===== config.mk =====
export PLATFORM = sky130hd
export DESIGN_NAME = barrido_mux4
export DESIGN_NICKNAME = d
export VERILOG_FILES = /design/src/rtl/barrido_pkg.sv /design/src/rtl/barrido_mux4_siguiente_canal.sv /design/src/rtl/barrido_mux4.sv
export SDC_FILE = /design/constraint.sdc
export NUM_CORES = 1
export LEC_CHECK = 0
export BUFFER_PORTS_ARGS = -buffer_cell sky130_fd_sc_hd__buf_4
export CAP_MARGIN = 30
export CORE_AREA = 3 3 62 64
export DETAILED_ROUTE_END_ITERATION = 10
export DIE_AREA = 0 0 65 67
export HOLD_SLACK_MARGIN = 0.12
export SLEW_MARGIN = 15
export SYNTH_ARGS = -nofsm -noshare
export SYNTH_HDL_FRONTEND = slang
export SYNTH_SLANG_ARGS = --single-unit

===== constraint.sdc =====
create_clock -name clk -period 2.4 [get_ports clk]
set_clock_uncertainty 0.15 [all_clocks]
set_input_delay 0.24 -clock clk [delete_from_list [all_inputs] [get_ports clk]]
set_output_delay 0.24 -clock clk [all_outputs]
set_load 0.01 [all_outputs]

===== src/rtl/barrido_pkg.sv =====
// Shared definitions for the round-robin channel scanner: FSM encodings,
// channel count and the pointer reset value.
package barrido_pkg;

    typedef enum logic {
        REPOSO = 1'b0,
        ESPERA = 1'b1
    } estado_t;

    localparam int N_CANALES = 4;

    // Pointer starts at the last channel so the first search wraps to channel 0.
    localparam logic [1:0] PTR_RESET = 2'd3;

endpackage


===== src/rtl/barrido_mux4_siguiente_canal.sv =====
// Wrap-around priority search: lowest enabled channel strictly after ptr,
// falling back to ptr itself when it is the only enabled channel.
module siguiente_canal
    import barrido_pkg::*;
(
    input  logic [1:0]           ptr,
    input  logic [N_CANALES-1:0] mascara,
    output logic [1:0]           sig,
    output logic                 hay
);

    // cand[k] is the channel k positions after ptr, modulo 4.
    logic [1:0] cand [1:N_CANALES-1];

    generate
        for (genvar gi = 1; gi < N_CANALES; gi++) begin : g_cand
            assign cand[gi] = ptr + 2'(gi);
        end
    endgenerate

    // Scan from the farthest candidate to the nearest so the nearest enabled one wins.
    always_comb begin
        sig = ptr;
        for (int k = N_CANALES - 1; k >= 1; k--) begin
            if (mascara[cand[k]]) begin
                sig = cand[k];
            end
        end
        hay = |mascara;
    end

endmodule


===== src/rtl/barrido_mux4.sv =====
// Round-robin scanner: steps the mux select through the enabled channels,
// dwells a programmable number of cycles on each, and captures the mux
// output tagged with its channel index plus a one-cycle valid strobe.
module barrido_mux4
    import barrido_pkg::*;
#(
    parameter int ancho   = 4,
    parameter int DWELL_W = 8
) (
    input  logic               clk,
    input  logic               rst_n,
    input  logic               en,
    input  logic [3:0]         mascara,
    input  logic [DWELL_W-1:0] dwell,
    input  logic [ancho-1:0]   F_in,
    output logic               s0,
    output logic               s1,
    output logic [ancho-1:0]   dato,
    output logic [1:0]         canal,
    output logic               valido,
    output logic               ocupado
);

    estado_t            state_reg,  state_next;
    logic [1:0]         ptr_reg,    ptr_next;
    logic [DWELL_W-1:0] cnt_reg,    cnt_next;
    logic [1:0]         sel_reg,    sel_next;
    logic [ancho-1:0]   dato_reg,   dato_next;
    logic [1:0]         canal_reg,  canal_next;
    logic               valido_reg, valido_next;

    logic [1:0]         sig;
    logic               hay;
    logic               carga;
    logic [DWELL_W-1:0] dwell_carga;

    siguiente_canal u_siguiente (
        .ptr     (ptr_reg),
        .mascara (mascara),
        .sig     (sig),
        .hay     (hay)
    );

    // A dwell of 0 behaves like 1, so the reload value saturates at zero.
    assign dwell_carga = (dwell == '0) ? '0 : dwell - DWELL_W'(1);

    // State and output registers; reset clears everything immediately.
    always_ff @(posedge clk or negedge rst_n) begin
        if (!rst_n) begin
            state_reg  <= REPOSO;
            ptr_reg    <= PTR_RESET;
            cnt_reg    <= '0;
            sel_reg    <= 2'b00;
            dato_reg   <= '0;
            canal_reg  <= 2'b00;
            valido_reg <= 1'b0;
        end else begin
            state_reg  <= state_next;
            ptr_reg    <= ptr_next;
            cnt_reg    <= cnt_next;
            sel_reg    <= sel_next;
            dato_reg   <= dato_next;
            canal_reg  <= canal_next;
            valido_reg <= valido_next;
        end
    end

    // Next-state: idle start, dwell countdown, capture and back-to-back reselection.
    always_comb begin
        state_next  = state_reg;
        ptr_next    = ptr_reg;
        cnt_next    = cnt_reg;
        sel_next    = sel_reg;
        dato_next   = dato_reg;
        canal_next  = canal_reg;
        valido_next = 1'b0;
        carga       = 1'b0;

        case (state_reg)
            REPOSO: begin
                if (en && hay) begin
                    carga = 1'b1;
                end
            end
            ESPERA: begin
                if (cnt_reg != '0) begin
                    cnt_next = cnt_reg - DWELL_W'(1);
                end else begin
                    dato_next   = F_in;
                    canal_next  = sel_reg;
                    valido_next = 1'b1;
                    if (en && hay) begin
                        carga = 1'b1;
                    end else begin
                        state_next = REPOSO;
                        sel_next   = 2'b00;
                    end
                end
            end
            default: begin
                state_next = REPOSO;
                sel_next   = 2'b00;
            end
        endcase

        // Mask and dwell are only looked at here, when a new channel is chosen.
        if (carga) begin
            state_next = ESPERA;
            sel_next   = sig;
            ptr_next   = sig;
            cnt_next   = dwell_carga;
        end
    end

    assign s0      = sel_reg[0];
    assign s1      = sel_reg[1];
    assign dato    = dato_reg;
    assign canal   = canal_reg;
    assign valido  = valido_reg;
    assign ocupado = (state_reg == ESPERA);

endmodule


==> metrics.cfg, run 1 <==
[synthesis]
syn_inst=130
ys_types=53
synth_edf_count=0
yosysMostFrequentCell=dfrtp_1
synth_top_cell_area_share_pct=34.4
synth_area_um2=1310
ys_warn_count=0
synth.area.top_cells=dfrtp_1, mux2_2, dfstp_2
synth_commonest_cells=dfrtp_1, nand2_1, nor2_1
synth.avg_cell_area_um2=10.1
synth_top_flop_cell=dfrtp_1
synthArstFlopShare_pct=100
ys_ff_latch=20
yosys.area.top_type=dfrtp_1
postSynthNetCount=152
yosysSeqAreaShare_pct=38.4

[floorplanning]
start_util_pct=39.3
die_area_um2=4360
core_um2=3340
row_count=21
dieHeight_um=67
die_w_um=65
boundaryPins=29

[clock_tree]
post_cts_resized=0
cts_tree=yes
cts_root_buf=clkbuf_4
clock-sinks=20
htreeDepth=1
clk_path_buf_depth=2
clock_latency_ps=310
numCtsBuffers=3
post_cts_buffers=0
clkTransAtPathRegs_ps=120

[timing]
fin_crit_ps=2190
setup_viol_count_final=0
worstMarginPinSlew_ps=525
hold_viol_final=0
relSlewSlack_pct=65.0
fmax_mhz=457
period_share_pct=91.2
slew_violations=0
rsz0062_at_grt=false
tns_ps=0

[global_route]
grt_max_degree=21
grt_usage_pct=15.3
grt_pass1_vias=1182
grt_first_pass_wirelength_um=5260
grt_overflow_total=0
antenna_found_initial=0

[run]
drv_cap=0

[detailed_routing]
dr.first_iter.drc_count=46
firstDrtPassIters=4
top_layer=met4
drcViolationCount=0
vias=1178
routed_wl_um=3020
wl_per_cell_um=14.2
ant_nets=0
vias_per_cell=5.53
wl_met3_um=166
wl_met2_um=1490
wl_met1_um=1320

[place]
dpl.cell_count=204
hpwl_um=2320
gp_congestion=0.919
port-buffer-count=28

[power]
p_int_w=0.000974
power_density_nw_per_um2=885
p_comb_share_pct=40.2
p_leak_nw=0.763
vdd_drop_max_v=0.000243
p_sw_share_pct=34.6
p_seq_share_pct=41.2
clkPwrFrac_pct=18.6
power.switching_w=0.000516

[worst_setup_path]
end_kind=register
cp_cell_sequence=inv_1 -> ha_1 -> or3b_1 -> o21a_4 -> nor2_1 -> o221a_2
crit_type=register to register
start_kind=register
crit_fanout=7
slowest_delay_ps=510
slowest_stage=or3b_1
cp.required_ps=2500
cp.arrival_ps=2290
reg2reg_slack_ps=210

[final_layout]
drive_above_1_share_pct=31.7
syn_to_final_growth_pct=28.6
largest_reg_flops=8
diodes=0
layout.cells.non_filler=213
fillers=309
fin_nets=190

[hold_path]
hp-class=input port to register

[run_status]
status=finished clean

## what timing repair did
action,CTS,global route
endpoints found under the hold margin,24,0
setup endpoints to repair,0,0
hold buffers,5,0
## final timing paths
kind / from / end / cells after the start
worst max-delay path: cnt_reg[0]$_DFFE_PN0P_ / cnt_reg[3]$_DFFE_PN0P_ / 6
worst min-delay path: en / ocupado$_DFF_PN0_ / 3
worst max register to register: cnt_reg[0]$_DFFE_PN0P_ / cnt_reg[3]$_DFFE_PN0P_ / 6
worst min register to register: canal[0]$_DFFE_PN0P_ / canal[0]$_DFFE_PN0P_ / 1
max in group asynchronous: rst_n / ptr_reg[0]$_DFFE_PN1N_ / 2
min in group asynchronous: rst_n / dato[0]$_DFFE_PN0P_ / 2
## critical path, delay by kind of cell, from the launching register on
kind                       cells  cell delay (ps)
and+or+nand+nor                2              770
AOI/OAI and AO/OA              2              560
DFF                            1              390
adders and majority gates      1              180
buffers and inverters          1               90
## through the flow
stage | cell area (µm²) | hold WS (ps) | total power (W) | setup slack [ps] | util [%]
after global routing | 1680 | 132 | 0.00160 | 101 | 50.5
after detailed placement | 1580 | -16.0 | 0.00121 | 244 | 47.4
after floorplan | 1310 | -206 | 0.00100 | 378 | -
after CTS | 1680 | 125 | 0.00150 | 227 | 50.5
after global placement | 1580 | -17.6 | 0.00119 | 277 | 47.4
final | 1680 | 126 | 0.00149 | 211 | 50.5
## final cells by class
type                       instances  area, µm²  share of cell area (%)
clock buffer                       3       22.5                    1.34
clock inverter                     1       30.0                    1.78
inverter                           8       30.0                    1.78
multi-input combinational         99        758                    45.0
sequential                        20        503                    29.9
tap                               46       57.6                    3.42
timing repair buffer              36        283                    16.8
## metal layers
layer	vias to the layer above	global-route usage [%]
li1	570	-
met1	570	18.4
met2	34	27.5
met3	4	2.87
met4	0	5.01
met5	-	0
## kinds of logic after synthesis
family,Yosys count,share of synthesized area [%]
compound gates,37,24.7
xor+xnor,3,2.01
fa+ha+maj,3,2.87
buf+inv,11,3.73
flops,20,38.4
mux,11,9.07
simple gates,45,19.2
## power by group through the flow
stage | clock [W] | sequential, W | combinational (W)
floorplan | 0 | 0.000596 | 0.000407
finish | 0.000277 | 0.000615 | 0.000599
global placement | 0 | 0.000610 | 0.000580
CTS | 0.000283 | 0.000612 | 0.000604
detailed placement | 0 | 0.000614 | 0.000595
global route | 0.000302 | 0.000637 | 0.000661
## placed cells by master (no fill, tap or decap), drive strengths merged, types with 2 or more instances in the layout
cell / Yosys / final
a211oi: 3 / 3
nor2: 9 / 9
a21oi: 5 / 5
mux2: 7 / 7
xor2: 2 / 2
nor3: 6 / 6
nand2: 14 / 14
inv: 8 / 8
o41ai: 2 / 2
a21boi: 2 / 2
clkbuf: 2 / 3
dfstp: 2 / 2
buf: 1 / 31
dfrtp: 18 / 18
or4: 2 / 2
o31ai: 3 / 3
o21ai: 4 / 4
a21o: 3 / 3
dlygate4sd3: 0 / 5
or3: 2 / 2
ha: 3 / 3
mux2i: 4 / 4
Note: power is estimated with default switching activity, not from simulation.
==> run 2: changes to the inputs <==
SYNTH_HIERARCHICAL = 1   (was not set)
==> metrics.cfg, run 2 <==
[run_status]
status=finished clean

[clock_tree]
clkTransAtPathRegs_ps=120  ; about the same
clock_latency_ps=310  ; about the same
clk_path_buf_depth=2  ; unchanged
cts_root_buf=clkbuf_4
clock-sinks=20  ; unchanged
htreeDepth=1  ; unchanged
post_cts_buffers=0  ; unchanged
post_cts_resized=0  ; unchanged
cts_tree=yes
numCtsBuffers=3  ; unchanged

[detailed_routing]
wl_per_cell_um=14.3  ; +0.81%
vias_per_cell=5.73  ; +3.6%
ant_nets=0  ; unchanged
firstDrtPassIters=4  ; unchanged
vias=1255  ; +6.5%
routed_wl_um=3130  ; +3.6%
drcViolationCount=0  ; unchanged
dr.first_iter.drc_count=72  ; +57%

[synthesis]
ys_ff_latch=20  ; unchanged
synth_area_um2=1340  ; +2.3%
synthXorXnorAreaFrac_pct=2.61  ; +0.61 points
synth_top_cell_area_share_pct=33.6  ; -0.77 points
yosys.area.top_type=dfrtp_1
yosys.area_share.simple_pct=22.6  ; +3.4 points
synth.avg_cell_area_um2=9.85  ; -2.2%
synth.area.top_cells=dfrtp_1, mux2_2, dfstp_2
synthArstFlopShare_pct=100  ; unchanged
synth_commonest_cells=dfrtp_1, inv_1, nand2_1
yosysMostFrequentCell=dfrtp_1
synth_compound_area_share_pct=21.8  ; -2.9 points
synth_top_family_by_area=simple AND/OR/NAND/NOR gates
postSynthNetCount=158  ; +3.9%
ys_warn_count=6  ; +6
syn_inst=136  ; +4.6%
synth_edf_count=0  ; unchanged
synth_top_flop_cell=dfrtp_1
synth_mux_area_share_pct=8.03  ; -1.0 points
yosysSeqAreaShare_pct=37.5  ; -0.86 points
synth_fa_ha_area_share_pct=2.80  ; -0.064 points
ys_types=54  ; +1.9%

[final_layout]
final_common_cell=buf_4
layout_common_cells=buf_4, dfrtp_1, inv_1, nand2_1, a21oi_1
largest_reg_flops=8  ; unchanged
drive_above_1_share_pct=33.5  ; +1.8 points
layout.cells.non_filler=219  ; +2.8%
fin_nets=196  ; +3.2%
syn_to_final_growth_pct=28.1
final_core_util_pct=51.4  ; +0.97 points
diodes=0  ; unchanged
fin_area_um2=1720  ; +1.9%

[floorplanning]
row_count=21  ; unchanged
die_area_um2=4360  ; unchanged
core_um2=3340  ; unchanged
start_util_pct=40.2  ; +0.90 points
die_w_um=65  ; unchanged
dieHeight_um=67  ; unchanged
boundaryPins=29  ; unchanged

[place]
port-buffer-count=28  ; unchanged
preCtsSetupSlack_ps=310  ; +65.3 ps
gp_congestion=0.881  ; -4.1%
dpl_cell_area_um2=1610  ; +2.1%
dpl.cell_count=210  ; +2.9%
hpwl_um=2410  ; +3.5%

[global_route]
grt_first_pass_wirelength_um=5190  ; -1.3%
grt_overflow_total=0  ; unchanged
grt_usage_pct=15.2  ; -0.11 points
antenna_found_initial=0  ; unchanged
grt_max_degree=21  ; unchanged
grt_pass1_vias=1153  ; -2.5%

[power]
p_seq_share_pct=36.6  ; -4.6 points
p_sw_share_pct=36.6  ; +2.0 points
clkPwrFrac_pct=15.5  ; -3.1 points
vdd_drop_max_v=0.000317  ; +30%
p_leak_nw=0.754  ; -1.2%
power_density_nw_per_um2=1050  ; +19%
p_int_w=0.00114  ; +17%
power.switching_w=0.000662  ; +28%
p_comb_share_pct=47.9  ; +7.7 points

[timing]
hold_viol_final=0  ; unchanged
fmax_mhz=472  ; +3.3%
rsz0062_at_grt=false
slew_violations=0  ; unchanged
fin_crit_ps=2120  ; -70.0 ps
setup_viol_count_final=0  ; unchanged
setup_ws_ps=281  ; +70.0 ps
relSlewSlack_pct=54.2  ; -11 points
tns_ps=0  ; unchanged
worstMarginPinSlew_ps=677  ; +152 ps
period_share_pct=88.3  ; -2.9 points

[worst_setup_path]
start_kind=register
cp.arrival_ps=2200  ; -90 ps
end_kind=register
crit_type=register to register
cp.required_ps=2480  ; -20 ps
crit_fanout=6  ; -1

[hold_path]
hp-class=input port to register

[run]
drv_cap=0  ; unchanged

## run 2: cell count changes in the layout (fill, tap and decap cells not counted), moves of 3 or more
| cell | before | now |
|---|---|---|
| o21ai_0 | 3 | 6 |
| o31ai_1 | 3 | 0 |
| nor2_1 | 9 | 6 |
| nand2_1 | 14 | 8 |
| mux2i_1 | 4 | 1 |
| or4_1 | 1 | 4 |
## run 2: logic make-up (layout without fill, tap and decap cells)
group / count (synthesis) / in the layout
and+or+nand+nor: 48 / 48
AOI/OAI and AO/OA: 38 / 38
DFF: 20 / 20
buffers and inverters: 14 / 51
muxes: 9 / 9
xor gates and xnor gates: 4 / 4
adders and majority gates: 3 / 3
## run 2: critical path, cell delays in order (launching register included)
cell and delay (ps):
dfrtp_1 430, inv_1 70, ha_1 240, or3b_4 440, or3_1 340, xor2_1 160
a221oi_2 210
## run 2: power groups by stage
stage               clock network, W  registers [W]  logic [W]
finish                      0.000280       0.000660   0.000866
global route                0.000299       0.000690   0.000958
floorplan                          0       0.000659   0.000572
global placement                   0       0.000657   0.000843
detailed placement                 0       0.000662   0.000865
CTS                         0.000286       0.000656   0.000873
## run 2: final timing paths
| kind | start | cells past startpoint | slack (ps) | endpoint |
|---|---|---|---|---|
| setup / recovery | cnt_reg[0]$_DFFE_PN0P_ | 6 | 280 | cnt_reg[6]$_DFFE_PN0P_ |
| hold / removal | dwell[0] | 4 | 120 | cnt_reg[0]$_DFFE_PN0P_ |
| setup reg to reg | cnt_reg[0]$_DFFE_PN0P_ | 6 | 280 | cnt_reg[6]$_DFFE_PN0P_ |
| hold reg to reg | dato[0]$_DFFE_PN0P_ | 1 | 370 | dato[0]$_DFFE_PN0P_ |
| max in group asynchronous | rst_n | 2 | 1660 | ptr_reg[0]$_DFFE_PN1N_ |
| min in group asynchronous | rst_n | 2 | 170 | dato[1]$_DFFE_PN0P_ |
## run 2: final cells by class
cell class	count	area (µm²)
clock buffer	3	22.5
multi-input combinational	102	776
clock inverter	1	30.0
inverter	10	37.5
sequential	20	503
timing repair buffer	37	290
tap	46	57.6
fill	306	1620
## run 2: layer usage
layer	vias up	track usage [%]	part of all wire (%)
met5	-	0	0
met4	0	5.54	1.5
met3	5	1.01	5.5
met2	52	27.1	49
met1	598	19.3	44
li1	600	-	-
## run 2: timing repair
action	4_1_cts	5_1_grt
hold buffers	5	0
hold endpoints to repair	24	0
endpoints found under the setup margin	0	0
## run 2: metrics by stage
stage               hold WS, ps  power (W)
finish                      122    0.00181
global route                155    0.00195
CTS                         120    0.00182
detailed placement        -15.8    0.00153
global placement          -17.9    0.00150
floorplan                  -206    0.00123
==> run 3: changes to the inputs <==
CELL_PAD_IN_SITES_DETAIL_PLACEMENT = 0   (was not set)
CELL_PAD_IN_SITES_GLOBAL_PLACEMENT = 1   (was not set)
PLACE_DENSITY_LB_ADDON = 0.1   (was not set)
SLEW_MARGIN = not set   (was 15)
clock period = 2.3 ns   (was 2.4 ns; I/O delays follow)
==> metrics.cfg, run 3 (synthesized netlist as in run 2, its figures left out) <==
[final_layout]
final_common_cell=buf_4
diodes=0  ; unchanged
fin_nets=199  ; +1.5%
layout_common_cells=buf_4, dfrtp_1, inv_1, nand2_1, a21oi_1
syn_to_final_growth_pct=30.0
largest_reg_flops=8  ; unchanged
layout.cells.non_filler=222  ; +1.4%
fillers=328  ; +7.2%
drive_above_1_share_pct=34.1  ; +0.56 points

[floorplanning]
row_count=21  ; unchanged
core_um2=3340  ; unchanged
die_area_um2=4360  ; unchanged
boundaryPins=29  ; unchanged
die_w_um=65  ; unchanged
start_util_pct=40.2  ; unchanged
dieHeight_um=67  ; unchanged

[detailed_routing]
dr.first_iter.drc_count=44  ; -39%
routed_wl_um=3230  ; +3.4%
firstDrtPassIters=4  ; unchanged
wl_per_cell_um=14.6  ; +2.0%
vias_per_cell=5.48  ; -4.3%
vias=1217  ; -3.0%
ant_nets=0  ; unchanged
drcViolationCount=0  ; unchanged

[place]
port-buffer-count=28  ; unchanged
hpwl_um=2420  ; +0.49%
dpl.cell_count=212  ; +0.95%
gp_congestion=0.805  ; -8.7%

[worst_setup_path]
start_kind=register
cp.arrival_ps=2190  ; about the same
cp_cell_sequence=inv_1 -> ha_1 -> or3b_4 -> or3_1 -> xor2_1 -> a221oi_2
cp.required_ps=2370  ; -110 ps
crit_type=register to register
slowest_stage=or3b_4
slowest_delay_ps=440  ; about the same
worstReg2RegStart=cnt_reg[0]$_DFFE_PN0P_
end_kind=register
r2r_end=cnt_reg[6]$_DFFE_PN0P_
reg2reg_depth=6  ; unchanged
reg2reg_slack_ps=180  ; -100 ps
crit_fanout=6  ; unchanged
crit_family=simple AND/OR/NAND/NOR gates
crit_buf_inv=1  ; unchanged

[timing]
period_share_pct=92.1  ; +3.8 points
fin_crit_ps=2120  ; -0.208 ps
rsz0062_at_grt=false
worstMarginPinSlew_ps=585  ; -92.1 ps
hold_viol_final=0  ; unchanged
setup_viol_count_final=0  ; unchanged
relSlewSlack_pct=60.5  ; +6.2 points
tns_ps=0  ; unchanged
fmax_mhz=472  ; about the same
slew_violations=0  ; unchanged

[run_status]
status=finished clean

[clock_tree]
cts_root_buf=clkbuf_4
clk_path_buf_depth=2  ; unchanged
clkTransAtPathRegs_ps=120  ; about the same
clock-sinks=20  ; unchanged
clock_latency_ps=300  ; about the same
cts_tree=yes
post_cts_buffers=0  ; unchanged
numCtsBuffers=3  ; unchanged
htreeDepth=1  ; unchanged

[hold_path]
hp-class=input port to asynchronous set/reset pin

[global_route]
grt_usage_pct=16.0  ; +0.73 points
grt_max_degree=21  ; unchanged
antenna_found_initial=0  ; unchanged
grt_first_pass_wirelength_um=5430  ; +4.7%
grt_pass1_vias=1147  ; -0.52%
grt_overflow_total=0  ; unchanged

[power]
p_leak_nw=0.769  ; +2.0%
power_density_nw_per_um2=1090  ; +3.8%
vdd_drop_max_v=0.000431  ; +36%

[run]
drv_cap=0  ; unchanged

run 3: report_power, final:
part           internal, W  leakage (nW)  switching (W)
Combinational     0.000508         0.499       0.000401
Clock             0.000176        0.0279       0.000114
Sequential        0.000520         0.242       0.000181
Total              0.00120         0.769       0.000697
run 3: cell type report:
class / instances / area (µm²) / area share [%]
Multi-Input combinational cell: 102 / 776 / 44.5
Sequential cell: 20 / 503 / 28.9
Timing Repair Buffer: 40 / 315 / 18.1
Tap cell: 46 / 57.6 / 3.30
Inverter: 10 / 37.5 / 2.16
Clock inverter: 1 / 30.0 / 1.72
Clock buffer: 3 / 22.5 / 1.29
run 3: what timing repair did:
action                                 in CTS  in global routing
endpoints found under the hold margin      24                  1
hold buffers                                5                  1
gates resized for setup                     0                  0
run 3: worst max path at each step:
stage,startpoint,end,slack [ps],depth (start not counted)
2_1_floorplan,cnt_reg[0]$_DFFE_PN0P_,cnt_reg[6]$_DFFE_PN0P_,260,6
3_3_place_gp,cnt_reg[0]$_DFFE_PN0P_,cnt_reg[6]$_DFFE_PN0P_,260,6
3_5_place_dp,cnt_reg[0]$_DFFE_PN0P_,cnt_reg[6]$_DFFE_PN0P_,210,6
4_1_cts,cnt_reg[0]$_DFFE_PN0P_,cnt_reg[6]$_DFFE_PN0P_,170,6
5_1_grt,cnt_reg[0]$_DFFE_PN0P_,cnt_reg[6]$_DFFE_PN0P_,20,6
6_report,cnt_reg[0]$_DFFE_PN0P_,cnt_reg[6]$_DFFE_PN0P_,180,6
run 3: per-layer routing:
metal | track usage, % | up-vias | wire length (µm)
met5 | 0 | - | 0
met4 | 5.54 | 0 | 53
met3 | 1.01 | 5 | 148
met2 | 27.5 | 35 | 1470
met1 | 21.1 | 575 | 1560
li1 | - | 602 | -
run 3: worst reg2reg max path: stages, from the launching register on:
cell and delay [ps]:
dfrtp_1 430, inv_1 70, ha_1 240, or3b_4 440, or3_1 330, xor2_1 160
a221oi_2 220
run 3: metrics by stage:
step | total power (W) | hold WS [ps] | utilization (%) | area (µm²) | worst slack [ps]
after floorplan | 0.00129 | -216 | - | 1340 | 262
after global placement | 0.00159 | -27.5 | 48.8 | 1630 | 264
after detailed placement | 0.00161 | -24.7 | 48.8 | 1630 | 209
after CTS | 0.00191 | 121 | 51.9 | 1730 | 172
after global routing | 0.00204 | 192 | 52.2 | 1740 | 18.1
final | 0.00190 | 167 | 52.2 | 1740 | 182
